## src/rtl/jpeg_axi_pkg.sv

```systemverilog
// Shared definitions for the JPEG compressor AXI4-Lite block master.
//   - Register byte offsets inside the compressor register block
//   - Top-level FSM state encoding and result component codes
//   - Phase encoding of the single-transaction AXI-Lite engine
//   - res_offset(): maps a result component to its result-window offset
package jpeg_axi_pkg;

  localparam logic [31:0] CTRL_OFF   = 32'h000;
  localparam logic [31:0] STATUS_OFF = 32'h004;
  localparam logic [31:0] RGB_OFF    = 32'h040;
  localparam logic [31:0] Y_OFF      = 32'h240;
  localparam logic [31:0] CB_OFF     = 32'h2C0;
  localparam logic [31:0] CR_OFF     = 32'h340;

  localparam logic [31:0] CTRL_START      = 32'h1;
  localparam int          STATUS_DONE_BIT = 1;

  typedef enum logic [3:0] {
    ST_IDLE,
    ST_PIX,
    ST_AW_W,
    ST_B,
    ST_CTRL_AW_W,
    ST_CTRL_B,
    ST_POLL_AR,
    ST_POLL_R,
    ST_RD_AR,
    ST_RD_R,
    ST_OUT
  } state_t;

  typedef enum logic [1:0] {
    COMP_Y  = 2'd0,
    COMP_CB = 2'd1,
    COMP_CR = 2'd2
  } comp_t;

  typedef enum logic [2:0] {
    XP_IDLE,
    XP_AW_W,
    XP_B,
    XP_AR,
    XP_R
  } xact_phase_t;

  function automatic logic [31:0] res_offset(input comp_t c);
    case (c)
      COMP_Y:  return Y_OFF;
      COMP_CB: return CB_OFF;
      default: return CR_OFF;
    endcase
  endfunction

endpackage

```

## src/rtl/jpeg_axil_xact.sv

```systemverilog
// Single-transaction AXI4-Lite master engine.
// A one-cycle req launches one write (we=1) or one read (we=0); the engine
// then owns the AXI channels until the response handshake, after which it
// pulses ack for one cycle with rdata (reads) and resp_err (non-OKAY resp).
// Only one transaction is ever outstanding; req is ignored while busy.
// Ports:
//   axi_aclk, axi_areset        clock, async active-high reset
//   req, we, addr, wdata        transaction request
//   ack, rdata, resp_err        transaction completion
//   m_axi_*                     AXI4-Lite master channels
module jpeg_axil_xact
  import jpeg_axi_pkg::*;
#(
  parameter int C_AXI_DATA_WIDTH = 32,
  parameter int C_AXI_ADDR_WIDTH = 32
) (
  input  logic                          axi_aclk,
  input  logic                          axi_areset,
  input  logic                          req,
  input  logic                          we,
  input  logic [C_AXI_ADDR_WIDTH-1:0]   addr,
  input  logic [C_AXI_DATA_WIDTH-1:0]   wdata,
  output logic                          ack,
  output logic [C_AXI_DATA_WIDTH-1:0]   rdata,
  output logic                          resp_err,
  output logic [C_AXI_ADDR_WIDTH-1:0]   m_axi_awaddr,
  output logic                          m_axi_awvalid,
  input  logic                          m_axi_awready,
  output logic [C_AXI_DATA_WIDTH-1:0]   m_axi_wdata,
  output logic [C_AXI_DATA_WIDTH/8-1:0] m_axi_wstrb,
  output logic                          m_axi_wvalid,
  input  logic                          m_axi_wready,
  input  logic [1:0]                    m_axi_bresp,
  input  logic                          m_axi_bvalid,
  output logic                          m_axi_bready,
  output logic [C_AXI_ADDR_WIDTH-1:0]   m_axi_araddr,
  output logic                          m_axi_arvalid,
  input  logic                          m_axi_arready,
  input  logic [C_AXI_DATA_WIDTH-1:0]   m_axi_rdata,
  input  logic [1:0]                    m_axi_rresp,
  input  logic                          m_axi_rvalid,
  output logic                          m_axi_rready
);

  xact_phase_t phase;

  // Every write is a full-word write.
  assign m_axi_wstrb = '1;

  always_ff @(posedge axi_aclk or posedge axi_areset) begin
    if (axi_areset) begin
      phase         <= XP_IDLE;
      ack           <= 1'b0;
      rdata         <= '0;
      resp_err      <= 1'b0;
      m_axi_awaddr  <= '0;
      m_axi_awvalid <= 1'b0;
      m_axi_wdata   <= '0;
      m_axi_wvalid  <= 1'b0;
      m_axi_bready  <= 1'b0;
      m_axi_araddr  <= '0;
      m_axi_arvalid <= 1'b0;
      m_axi_rready  <= 1'b0;
    end else begin
      ack      <= 1'b0;
      resp_err <= 1'b0;
      case (phase)
        XP_IDLE: begin
          if (req) begin
            if (we) begin
              m_axi_awaddr  <= addr;
              m_axi_wdata   <= wdata;
              m_axi_awvalid <= 1'b1;
              m_axi_wvalid  <= 1'b1;
              phase         <= XP_AW_W;
            end else begin
              m_axi_araddr  <= addr;
              m_axi_arvalid <= 1'b1;
              phase         <= XP_AR;
            end
          end
        end
        XP_AW_W: begin
          // AW and W complete independently; leave only once both are taken.
          if (m_axi_awvalid && m_axi_awready) m_axi_awvalid <= 1'b0;
          if (m_axi_wvalid && m_axi_wready)   m_axi_wvalid  <= 1'b0;
          if ((!m_axi_awvalid || m_axi_awready) && (!m_axi_wvalid || m_axi_wready)) begin
            m_axi_bready <= 1'b1;
            phase        <= XP_B;
          end
        end
        XP_B: begin
          if (m_axi_bvalid) begin
            m_axi_bready <= 1'b0;
            ack          <= 1'b1;
            resp_err     <= (m_axi_bresp != 2'b00);
            phase        <= XP_IDLE;
          end
        end
        XP_AR: begin
          if (m_axi_arready) begin
            m_axi_arvalid <= 1'b0;
            m_axi_rready  <= 1'b1;
            phase         <= XP_R;
          end
        end
        XP_R: begin
          if (m_axi_rvalid) begin
            m_axi_rready <= 1'b0;
            rdata        <= m_axi_rdata;
            ack          <= 1'b1;
            resp_err     <= (m_axi_rresp != 2'b00);
            phase        <= XP_IDLE;
          end
        end
        default: phase <= XP_IDLE;
      endcase
    end
  end

endmodule

```

## src/rtl/jpeg_axi_block_master.sv

```systemverilog
// JPEG compressor block master.
// On start, streams PIXEL_COUNT RGB pixels into the compressor's RGB window
// (one AXI-Lite write per component), writes CTRL=1, polls STATUS until the
// done bit (bit 1) is set, then reads RES_COUNT Y, Cb and Cr result words and
// presents them on a valid/ready result stream. Any non-OKAY AXI response
// sets the sticky error flag and abandons the block.
// Optional build macro: JPEG_AXIM_POLL_TIMEOUT_EN -- when defined, POLL_LIMIT
// not-done status reads end the block with error; otherwise polling never
// gives up.
// Ports:
//   axi_aclk, axi_areset              clock, async active-high reset
//   start / busy / done / error       block control and status
//   pix_valid/pix_ready/pix_r,g,b     input pixel stream
//   res_valid/res_ready/res_data/
//   res_comp/res_index                output result stream
//   m_axi_*                           AXI4-Lite master
module jpeg_axi_block_master
  import jpeg_axi_pkg::*;
#(
  parameter int                        C_AXI_DATA_WIDTH = 32,
  parameter int                        C_AXI_ADDR_WIDTH = 32,
  parameter logic [C_AXI_ADDR_WIDTH-1:0] BASE_ADDR      = '0,
  parameter int                        PIXEL_COUNT      = 64,
  parameter int                        RES_COUNT        = 64,
  parameter int                        POLL_LIMIT       = 1024
) (
  input  logic                          axi_aclk,
  input  logic                          axi_areset,
  input  logic                          start,
  output logic                          busy,
  output logic                          done,
  output logic                          error,
  input  logic                          pix_valid,
  output logic                          pix_ready,
  input  logic [7:0]                    pix_r,
  input  logic [7:0]                    pix_g,
  input  logic [7:0]                    pix_b,
  output logic                          res_valid,
  input  logic                          res_ready,
  output logic [31:0]                   res_data,
  output logic [1:0]                    res_comp,
  output logic [5:0]                    res_index,
  output logic [C_AXI_ADDR_WIDTH-1:0]   m_axi_awaddr,
  output logic                          m_axi_awvalid,
  input  logic                          m_axi_awready,
  output logic [C_AXI_DATA_WIDTH-1:0]   m_axi_wdata,
  output logic [C_AXI_DATA_WIDTH/8-1:0] m_axi_wstrb,
  output logic                          m_axi_wvalid,
  input  logic                          m_axi_wready,
  input  logic [1:0]                    m_axi_bresp,
  input  logic                          m_axi_bvalid,
  output logic                          m_axi_bready,
  output logic [C_AXI_ADDR_WIDTH-1:0]   m_axi_araddr,
  output logic                          m_axi_arvalid,
  input  logic                          m_axi_arready,
  input  logic [C_AXI_DATA_WIDTH-1:0]   m_axi_rdata,
  input  logic [1:0]                    m_axi_rresp,
  input  logic                          m_axi_rvalid,
  output logic                          m_axi_rready
);

  localparam int AW = C_AXI_ADDR_WIDTH;
  localparam int DW = C_AXI_DATA_WIDTH;

  state_t                 state;
  comp_t                  comp;
  logic [15:0]            pix_cnt;
  logic [15:0]            wr_idx;     // 3*pixel + component
  logic [5:0]             res_n;
  logic [7:0]             g_q;
  logic [7:0]             b_q;
`ifdef JPEG_AXIM_POLL_TIMEOUT_EN
  logic [15:0]            poll_cnt;
`endif

  logic                   req;
  logic                   req_we;
  logic [AW-1:0]          req_addr;
  logic [DW-1:0]          req_wdata;
  logic                   xact_ack;
  logic [DW-1:0]          xact_rdata;
  logic                   xact_err;

  function automatic logic [AW-1:0] rgb_addr(input logic [15:0] idx);
    return BASE_ADDR + AW'(RGB_OFF) + AW'({idx, 2'b00});
  endfunction

  function automatic logic [AW-1:0] res_addr(input comp_t c, input logic [5:0] n);
    return BASE_ADDR + AW'(res_offset(c)) + AW'({n, 2'b00});
  endfunction

  jpeg_axil_xact #(
    .C_AXI_DATA_WIDTH (DW),
    .C_AXI_ADDR_WIDTH (AW)
  ) u_xact (
    .axi_aclk      (axi_aclk),
    .axi_areset    (axi_areset),
    .req           (req),
    .we            (req_we),
    .addr          (req_addr),
    .wdata         (req_wdata),
    .ack           (xact_ack),
    .rdata         (xact_rdata),
    .resp_err      (xact_err),
    .m_axi_awaddr  (m_axi_awaddr),
    .m_axi_awvalid (m_axi_awvalid),
    .m_axi_awready (m_axi_awready),
    .m_axi_wdata   (m_axi_wdata),
    .m_axi_wstrb   (m_axi_wstrb),
    .m_axi_wvalid  (m_axi_wvalid),
    .m_axi_wready  (m_axi_wready),
    .m_axi_bresp   (m_axi_bresp),
    .m_axi_bvalid  (m_axi_bvalid),
    .m_axi_bready  (m_axi_bready),
    .m_axi_araddr  (m_axi_araddr),
    .m_axi_arvalid (m_axi_arvalid),
    .m_axi_arready (m_axi_arready),
    .m_axi_rdata   (m_axi_rdata),
    .m_axi_rresp   (m_axi_rresp),
    .m_axi_rvalid  (m_axi_rvalid),
    .m_axi_rready  (m_axi_rready)
  );

  // The *_AW_W / *_AR states hand over to their response-wait state once the
  // engine raises bready / rready; the response-wait state then consumes ack.
  always_ff @(posedge axi_aclk or posedge axi_areset) begin
    if (axi_areset) begin
      state     <= ST_IDLE;
      busy      <= 1'b0;
      done      <= 1'b0;
      error     <= 1'b0;
      pix_ready <= 1'b0;
      res_valid <= 1'b0;
      res_data  <= '0;
      res_comp  <= '0;
      res_index <= '0;
      comp      <= COMP_Y;
      pix_cnt   <= '0;
      wr_idx    <= '0;
      res_n     <= '0;
      g_q       <= '0;
      b_q       <= '0;
      req       <= 1'b0;
      req_we    <= 1'b0;
      req_addr  <= '0;
      req_wdata <= '0;
`ifdef JPEG_AXIM_POLL_TIMEOUT_EN
      poll_cnt  <= '0;
`endif
    end else begin
      done <= 1'b0;
      req  <= 1'b0;
      case (state)
        ST_IDLE: begin
          if (start) begin
            error     <= 1'b0;
            busy      <= 1'b1;
            comp      <= COMP_Y;
            pix_cnt   <= '0;
            wr_idx    <= '0;
            res_n     <= '0;
`ifdef JPEG_AXIM_POLL_TIMEOUT_EN
            poll_cnt  <= '0;
`endif
            pix_ready <= 1'b1;
            state     <= ST_PIX;
          end
        end
        ST_PIX: begin
          if (pix_valid && pix_ready) begin
            pix_ready <= 1'b0;
            g_q       <= pix_g;
            b_q       <= pix_b;
            comp      <= COMP_Y;
            req       <= 1'b1;
            req_we    <= 1'b1;
            req_addr  <= rgb_addr(wr_idx);
            req_wdata <= DW'(pix_r);
            state     <= ST_AW_W;
          end
        end
        ST_AW_W: if (m_axi_bready) state <= ST_B;
        ST_B: begin
          if (xact_ack) begin
            if (xact_err) begin
              error <= 1'b1;
              busy  <= 1'b0;
              state <= ST_IDLE;
            end else if (comp != COMP_CR) begin
              comp      <= comp_t'(comp + 2'd1);
              wr_idx    <= wr_idx + 16'd1;
              req       <= 1'b1;
              req_we    <= 1'b1;
              req_addr  <= rgb_addr(wr_idx + 16'd1);
              req_wdata <= (comp == COMP_Y) ? DW'(g_q) : DW'(b_q);
              state     <= ST_AW_W;
            end else if (pix_cnt == 16'(PIXEL_COUNT - 1)) begin
              req       <= 1'b1;
              req_we    <= 1'b1;
              req_addr  <= BASE_ADDR + AW'(CTRL_OFF);
              req_wdata <= DW'(CTRL_START);
              state     <= ST_CTRL_AW_W;
            end else begin
              pix_cnt   <= pix_cnt + 16'd1;
              wr_idx    <= wr_idx + 16'd1;
              pix_ready <= 1'b1;
              state     <= ST_PIX;
            end
          end
        end
        ST_CTRL_AW_W: if (m_axi_bready) state <= ST_CTRL_B;
        ST_CTRL_B: begin
          if (xact_ack) begin
            if (xact_err) begin
              error <= 1'b1;
              busy  <= 1'b0;
              state <= ST_IDLE;
            end else begin
              req      <= 1'b1;
              req_we   <= 1'b0;
              req_addr <= BASE_ADDR + AW'(STATUS_OFF);
              state    <= ST_POLL_AR;
            end
          end
        end
        ST_POLL_AR: if (m_axi_rready) state <= ST_POLL_R;
        ST_POLL_R: begin
          if (xact_ack) begin
            if (xact_err) begin
              error <= 1'b1;
              busy  <= 1'b0;
              state <= ST_IDLE;
            end else if (xact_rdata[STATUS_DONE_BIT]) begin
              comp     <= COMP_Y;
              res_n    <= '0;
              req      <= 1'b1;
              req_we   <= 1'b0;
              req_addr <= res_addr(COMP_Y, 6'd0);
              state    <= ST_RD_AR;
`ifdef JPEG_AXIM_POLL_TIMEOUT_EN
            end else if (poll_cnt + 16'd1 >= 16'(POLL_LIMIT)) begin
              poll_cnt <= poll_cnt + 16'd1;
              error    <= 1'b1;
              busy     <= 1'b0;
              state    <= ST_IDLE;
`endif
            end else begin
`ifdef JPEG_AXIM_POLL_TIMEOUT_EN
              poll_cnt <= poll_cnt + 16'd1;
`endif
              req      <= 1'b1;
              req_we   <= 1'b0;
              req_addr <= BASE_ADDR + AW'(STATUS_OFF);
              state    <= ST_POLL_AR;
            end
          end
        end
        ST_RD_AR: if (m_axi_rready) state <= ST_RD_R;
        ST_RD_R: begin
          if (xact_ack) begin
            if (xact_err) begin
              error <= 1'b1;
              busy  <= 1'b0;
              state <= ST_IDLE;
            end else begin
              res_data  <= xact_rdata[31:0];
              res_comp  <= comp;
              res_index <= res_n;
              res_valid <= 1'b1;
              state     <= ST_OUT;
            end
          end
        end
        ST_OUT: begin
          if (res_ready) begin
            res_valid <= 1'b0;
            if (res_n == 6'(RES_COUNT - 1)) begin
              if (comp == COMP_CR) begin
                done  <= 1'b1;
                busy  <= 1'b0;
                state <= ST_IDLE;
              end else begin
                comp     <= comp_t'(comp + 2'd1);
                res_n    <= '0;
                req      <= 1'b1;
                req_we   <= 1'b0;
                req_addr <= res_addr(comp_t'(comp + 2'd1), 6'd0);
                state    <= ST_RD_AR;
              end
            end else begin
              res_n    <= res_n + 6'd1;
              req      <= 1'b1;
              req_we   <= 1'b0;
              req_addr <= res_addr(comp, res_n + 6'd1);
              state    <= ST_RD_AR;
            end
          end
        end
        default: state <= ST_IDLE;
      endcase
    end
  end

endmodule

```

## config.mk

```make
export PLATFORM = sky130hd
export DESIGN_NAME = jpeg_axi_block_master
export DESIGN_NICKNAME = d
export VERILOG_FILES = /design/src/rtl/jpeg_axi_pkg.sv /design/src/rtl/jpeg_axil_xact.sv /design/src/rtl/jpeg_axi_block_master.sv
export SDC_FILE = /design/constraint.sdc
export NUM_CORES = 1
export LEC_CHECK = 0
export ABC_AREA = 1
export BUFFER_PORTS_ARGS = -buffer_cell sky130_fd_sc_hd__buf_2
export CORE_MARGIN = 2
export CORE_UTILIZATION = 50
export CTS_CLUSTER_DIAMETER = 200
export CTS_CLUSTER_SIZE = 10
export DETAILED_ROUTE_END_ITERATION = 10
export PLACE_DENSITY = 0.74
export REMOVE_ABC_BUFFERS = 1
export SYNTH_ARGS = -nofsm -noshare
export SYNTH_HDL_FRONTEND = slang
export SYNTH_SLANG_ARGS = --single-unit
```

## constraint.sdc

```tcl
create_clock -name axi_aclk -period 8.47 [get_ports axi_aclk]
set_input_delay 1.2705 -clock axi_aclk [delete_from_list [all_inputs] [get_ports axi_aclk]]
set_output_delay 1.2705 -clock axi_aclk [all_outputs]
set_load 0.02 [all_outputs]
```

* Word level (Yosys, flattened, before mapping)
Cells that the tools add are included.
** Storage, ports and cells
- Output and inout port bits :: 150
- Register bits :: 309
- Word-level logic and storage cells :: 305
- Bits of input ports :: 70
** Cells by class
- Reductions and logical operators :: 53
- Add/subtract/negate cells :: 7
- Bitwise gates (word level) :: 2
- Equality and inequality tests :: 58
- Mux-type cells :: 154
** Operators by type and width (count)
- 32-bit 2-to-1 mux :: 20
- 32-bit case mux with 5 select lines :: 1
- 16-bit 2-to-1 mux :: 9
- 4-bit 2-to-1 mux :: 16
- 16-bit case mux with 2 select lines :: 2
- 32-bit case mux with 2 select lines :: 1
- 1-bit 2-to-1 mux :: 56
- 4-bit case mux with 11 select lines :: 1
- 6-bit 2-to-1 mux :: 7
- 2-bit != test (second input constant) :: 21
- 7-bit by 18-bit adder with 19-bit output (first input constant) :: 2
- 9-bit case mux with 2 select lines :: 2
- 16-bit by 1-bit adder with 16-bit output (second input constant) :: 2
- 32-bit by 8-bit adder with 32-bit output :: 1
- 2-bit by 1-bit != test with 1-bit output (second input constant) :: 15
- 3-bit 2-to-1 mux :: 9
- 2-bit 2-to-1 mux :: 12
- 11-bit AND reduction :: 2
- 7-bit AND reduction :: 3
- 4-bit AND reduction :: 5
- 2-bit nonzero test :: 10
- 1-bit case mux with 2 select lines :: 9
- 6-bit case mux with 3 select lines :: 1
- 16-bit by 6-bit equality test with 1-bit output (second input constant) :: 1
- 37 further kinds :: 66

* Longest topological paths before layout
- Depth after elaboration :: 9
- Depth in mapped cells :: 16
- Gate-level depth less buffers :: 16

* Hierarchy
From an unflattened synthesis, not the netlist that was laid out.
** Unflattened totals
- Cell total of the unflattened synthesis :: 1482
- Area total of the unflattened synthesis :: 13244.0 um2
** Modules (own cells, without submodules)
- jpeg_axi_block_master :: sequential area each 3303.2 um2, cells each 900, area an instance 7543.5 um2, instances 1
- jpeg_axil_xact :: sequential area each 3453.3 um2, cells each 582, area an instance 5700.5 um2, instances 1

* Least setup slack after synthesis
No wires, ideal clock.
- Kind :: in2reg
- Start point :: input port start
- End point :: register pix_cnt[6]
- Path buffers :: 1
- Path slack :: 6.312 ns
- Library setup time :: 0.145 ns
- Required time :: 8.325 ns
- Arrival :: 2.013 ns
- Stages on the path :: 8
- Cell sequence :: inv_1 > nand2_1 > nand2_1 > nor2_2 > nand4_2 > buf_2 > nand2_1 > o31ai_2
** Between the ends
- Word-level cells in the longest chain between the ends :: 2
** RTL lines
- start: declaration :: line jpeg_axi_block_master.sv:29 : input logic start,
- 2-bit != test (no source line)
- 6-bit AND reduction (no source line)
- end signal: assignment :: line jpeg_axi_block_master.sv:204 : pix_cnt <= pix_cnt + 16'd1;
- end: declaration :: line jpeg_axi_block_master.sv:67 : logic [15:0] pix_cnt;
No other way between the ends.
A chain may end at the register's enable or synchronous reset.

* Worst setup path after layout
- Start point :: register state[0]
- End point :: register pix_cnt[3]
** Between the ends
- Word-level cells in the longest chain between the ends :: 3
- Elaborated cells on any way between the ends :: 10
- Classes of those cells :: 6 x eq/ne; 1 x mux; 3 x reduce/logical
** RTL lines
- start: declaration :: line jpeg_axi_block_master.sv:65 : state_t state;
- start signal: assignment :: line jpeg_axi_block_master.sv:128 : state <= ST_IDLE;
- start signal: assignment :: line jpeg_axi_block_master.sv:166 : state <= ST_PIX;
- start signal: assignment :: line jpeg_axi_block_master.sv:179 : state <= ST_AW_W;
- 4-bit by 2-bit equality test with 1-bit output or 4-bit zero test (tied branches) :: line jpeg_axi_block_master.sv:153 : case (state)
- 2-bit by 1-bit != test with 1-bit output (no source line) (tied with other cells)
- 6-bit AND reduction (no source line)
Several ways; a longest one is shown, not always the timed one.

==> results.cfg <==
[run_status]
status = finished clean

[synthesis]
synth_fa_ha_area_share_pct = 1.427
syn_area_um2 = 11040
synthSimpleGateAreaFrac_pct = 23.76
synth_compound_area_share_pct = 10.77
synthArstFlopShare_pct = 100.0
muxShareOfSynthArea_pct = 3.183
synth_top_flop_cell = dfrtp_1
synth_xor_area_share_pct = 1.654
synthCells = 1298
synth_edf_count = 0
syn_area_per_cell_um2 = 8.509
ys_seq_area_share_pct = 48.94
yosysWarnings = 0
ys_ff_latch = 216
ys_types = 54
synth_top_family_by_area = simple AND/OR/NAND/NOR gates

[critical_path]
crit_path_max_incr_delay_ps = 710
critPathKind = reg -> reg
cp-end-kind = flop
crit_buf_inv = 3
crit_fanout = 34
required_ps = 8870
start_kind = flop
r2r_slack_ps = 4970
slowest_stage = nand4_2
rr_worst_depth = 12
timing.rr.end = pix_cnt[3]$_DFFE_PP0P_
path_cells = nand2_1 -> inv_1 -> nand2_2 -> buf_4 -> nor2_1 -> inv_2 -> nand2_1 -> nor2_2 -> nand4_2 -> nor2_1 -> xnor2_1 -> nor2_1
crit_arrival_ps = 3900
critical_path.top_delay_family = simple AND/OR/NAND/NOR gates
rr_startpoint = state[0]$_DFFE_PP0P_
crit_top_cell = nor2_1

[cells_and_area]
syn2layout_area_growth_pct = 12.97
final_common_cell = nand2_1
layout_common_cells = 361 x nand2_1, 216 x dfrtp_1, 161 x buf_2
final.fill_count = 2050
multi_input_area_um2 = 4731
stdcell_count = 1725
diodes = 0
nets = 1527
drive_gt1_share_pct = 19.58
final-seq-area_um2 = 5405
final_area_um2 = 12480

[sta]
finClkSkew_ps = 14.76
fin_crit_sh_pct = 41.37
relSlewSlack_pct = 22.07
max_freq_ghz = 0.2854
layout_setup_ws_ps = 4966
hold_viol_final = 0
worst_pin_slew_ps = 1162
setup_tns_ps = 0
period_needed_ps = 3504
setup_viol = 0
slew_viol_final = 0
rsz0062_at_grt = no

[global_route]
antenna_found_initial = 0
grt_use_total_pct = 22.57
grt-ovfl-total = 0
grt_pass1_wl_um = 43580
grt_max_degree = 142
grt_pass1_vias = 8580

[clocking]
cts_resized = 0
cts.reportedPaths.clkPinSlew_ps = 60
cts.sinks = 216
cts_buffers = 25
cts_htree_levels = 1
cts_tree = built
clk_latency_ps = 530
postCtsSetupBuffers = 0
holdBufCountCts = 0
cts_buffer_depth = 3
root_buffer = clkbuf_16

[placed_design]
gp_congestion = 0.8907
port_buffers = 161
place_area_um2 = 11800
placedCellCount = 1698
dp_slack_ps = 4500
hpwl_um = 18510

[run]
max_cap_viol_count = 0

[die]
rows = 54
die_x_um = 152.6
dieHeight_um = 152.6
io-pin-count = 220
initial_core_util_pct = 50.76
die_area_um2 = 23290
core_um2 = 21760

[pwr]
ir_drop_mv = 0.1848
finalPower_uw = 3743
leakage_uw = 0.006427
power_density_nw_per_um2 = 300.0

[drt]
drt_iter0_markers = 760
vias_per_cell = 5.202
drc_errors = 0
routedWlPerCell_um = 15.22
vias = 8973
ant_nets = 0
firstDrtPassIters = 5
wl_um = 26260

[min_path]
holdCritStartpoint = u_xact.rdata[19]$_DFFE_PP0P_
holdPathEnd = u_xact.rdata[19]$_DFFE_PP0P_
whs_path_depth = 2
hold_path_class = reg -> reg
power breakdown:
part           internal [µW]  switching, µW  leakage (µW)
logic                    382            912       0.00328
registers               1330            170       0.00281
clock network            552            393      0.000332
total                   2270           1470       0.00643
kinds of logic after synthesis:
family / Yosys count
buffers and inverters: 227
and+or+nand+nor: 584
AOI/OAI and AO/OA: 205
DFF: 216
xor gates and xnor gates: 20
other: 2
muxes: 32
adders and majority gates: 12
worst max path at each step:
stage,start,end,slack [ps],depth (start not counted)
2_1_floorplan,axi_areset,b_q[0]$_DFFE_PP0P_,1290,1
3_3_place_gp,m_axi_rvalid,u_xact.m_axi_rready$_DFFE_PP0P_,4520,6
3_5_place_dp,m_axi_rvalid,u_xact.m_axi_rready$_DFFE_PP0P_,4500,6
4_1_cts,state[0]$_DFFE_PP0P_,pix_cnt[3]$_DFFE_PP0P_,5000,12
5_1_grt,m_axi_rvalid,u_xact.m_axi_rready$_DFFE_PP0P_,4590,6
6_report,state[0]$_DFFE_PP0P_,pix_cnt[3]$_DFFE_PP0P_,4970,12
worst register-to-register path: cells and delay by family (launching register included):
kind                   cells  cell delay, ps
XOR/XNOR                   1             160
flip-flops                 1             450
buffers and inverters      3             840
AND/OR/NAND/NOR            8            1910
cells in the mapped netlist (3+ instances only):
cell type,n,area [µm²]
a31oi_1,7,43.79
o21ai_2,3,26.28
nand3_4,4,70.07
buf_4,60,450.4
o31ai_2,13,162.7
buf_6,4,45.04
mux2_2,6,67.56
mux2_1,19,214.0
inv_2,11,41.29
nor2_2,8,50.05
xor2_1,14,122.6
xnor2_1,5,43.79
nand3_1,46,230.2
clkinv_1,3,11.26
nand3_2,6,60.06
nor2_1,84,315.3
clkbuf_1,22,82.58
nand2_1,362,1359
nor4_1,3,18.77
nor2_4,7,78.83
mux2i_1,7,70.07
o22ai_1,3,18.77
o211ai_1,3,22.52
nor3_1,11,55.05
o21ai_0,115,575.6
dfrtp_1,216,5405
nor3_2,3,30.03
nand2_4,7,78.83
a21oi_1,20,100.1
ha_1,11,137.6
nand2_2,15,93.84
nand4_1,21,131.4
buf_2,13,65.06
o21ai_1,30,150.1
inv_1,112,420.4
metal layers:
metal / up-vias / track usage (%) / wire length [µm]
met2: 322 / 36.75 / 12250
met5: - / 0 / 0
li1: 4362 / - / -
met1: 4242 / 31.19 / 11560
met4: 0 / 7.011 / 692
met3: 47 / 3.726 / 1761
sequential cells by signal, indices dropped and copies added, names as in the netlist, 3 cells and up:
signal and flops:
res_data 32, pix_cnt 16, u_xact.m_axi_awaddr 17, state 4, wr_idx 16, u_xact.m_axi_araddr 17, req_wdata 8, res_index 6
u_xact.m_axi_wdata 8, g_q 8, res_n 6, req_addr 17, u_xact.rdata 32, u_xact.phase 3, b_q 8
through the flow:
step | utilization, % | hold WS [ps]
detailed placement | 54.24 | 458.1
global placement | 54.24 | 457.0
floorplan | - | 441.8
finish | 57.35 | 468.9
CTS | 57.35 | 473.0
global route | 57.35 | 492.9
final cells by class:
| class | instances | area share (%) |
|---|---|---|
| multi-input combinational | 911 | 37.92 |
| clock buffer | 25 | 5.014 |
| clock inverter | 2 | 0.4011 |
| tap | 280 | 2.808 |
| sequential | 216 | 43.32 |
| timing repair buffer | 164 | 6.639 |
| inverter | 127 | 3.901 |
(Power assumes the default switching activity.)
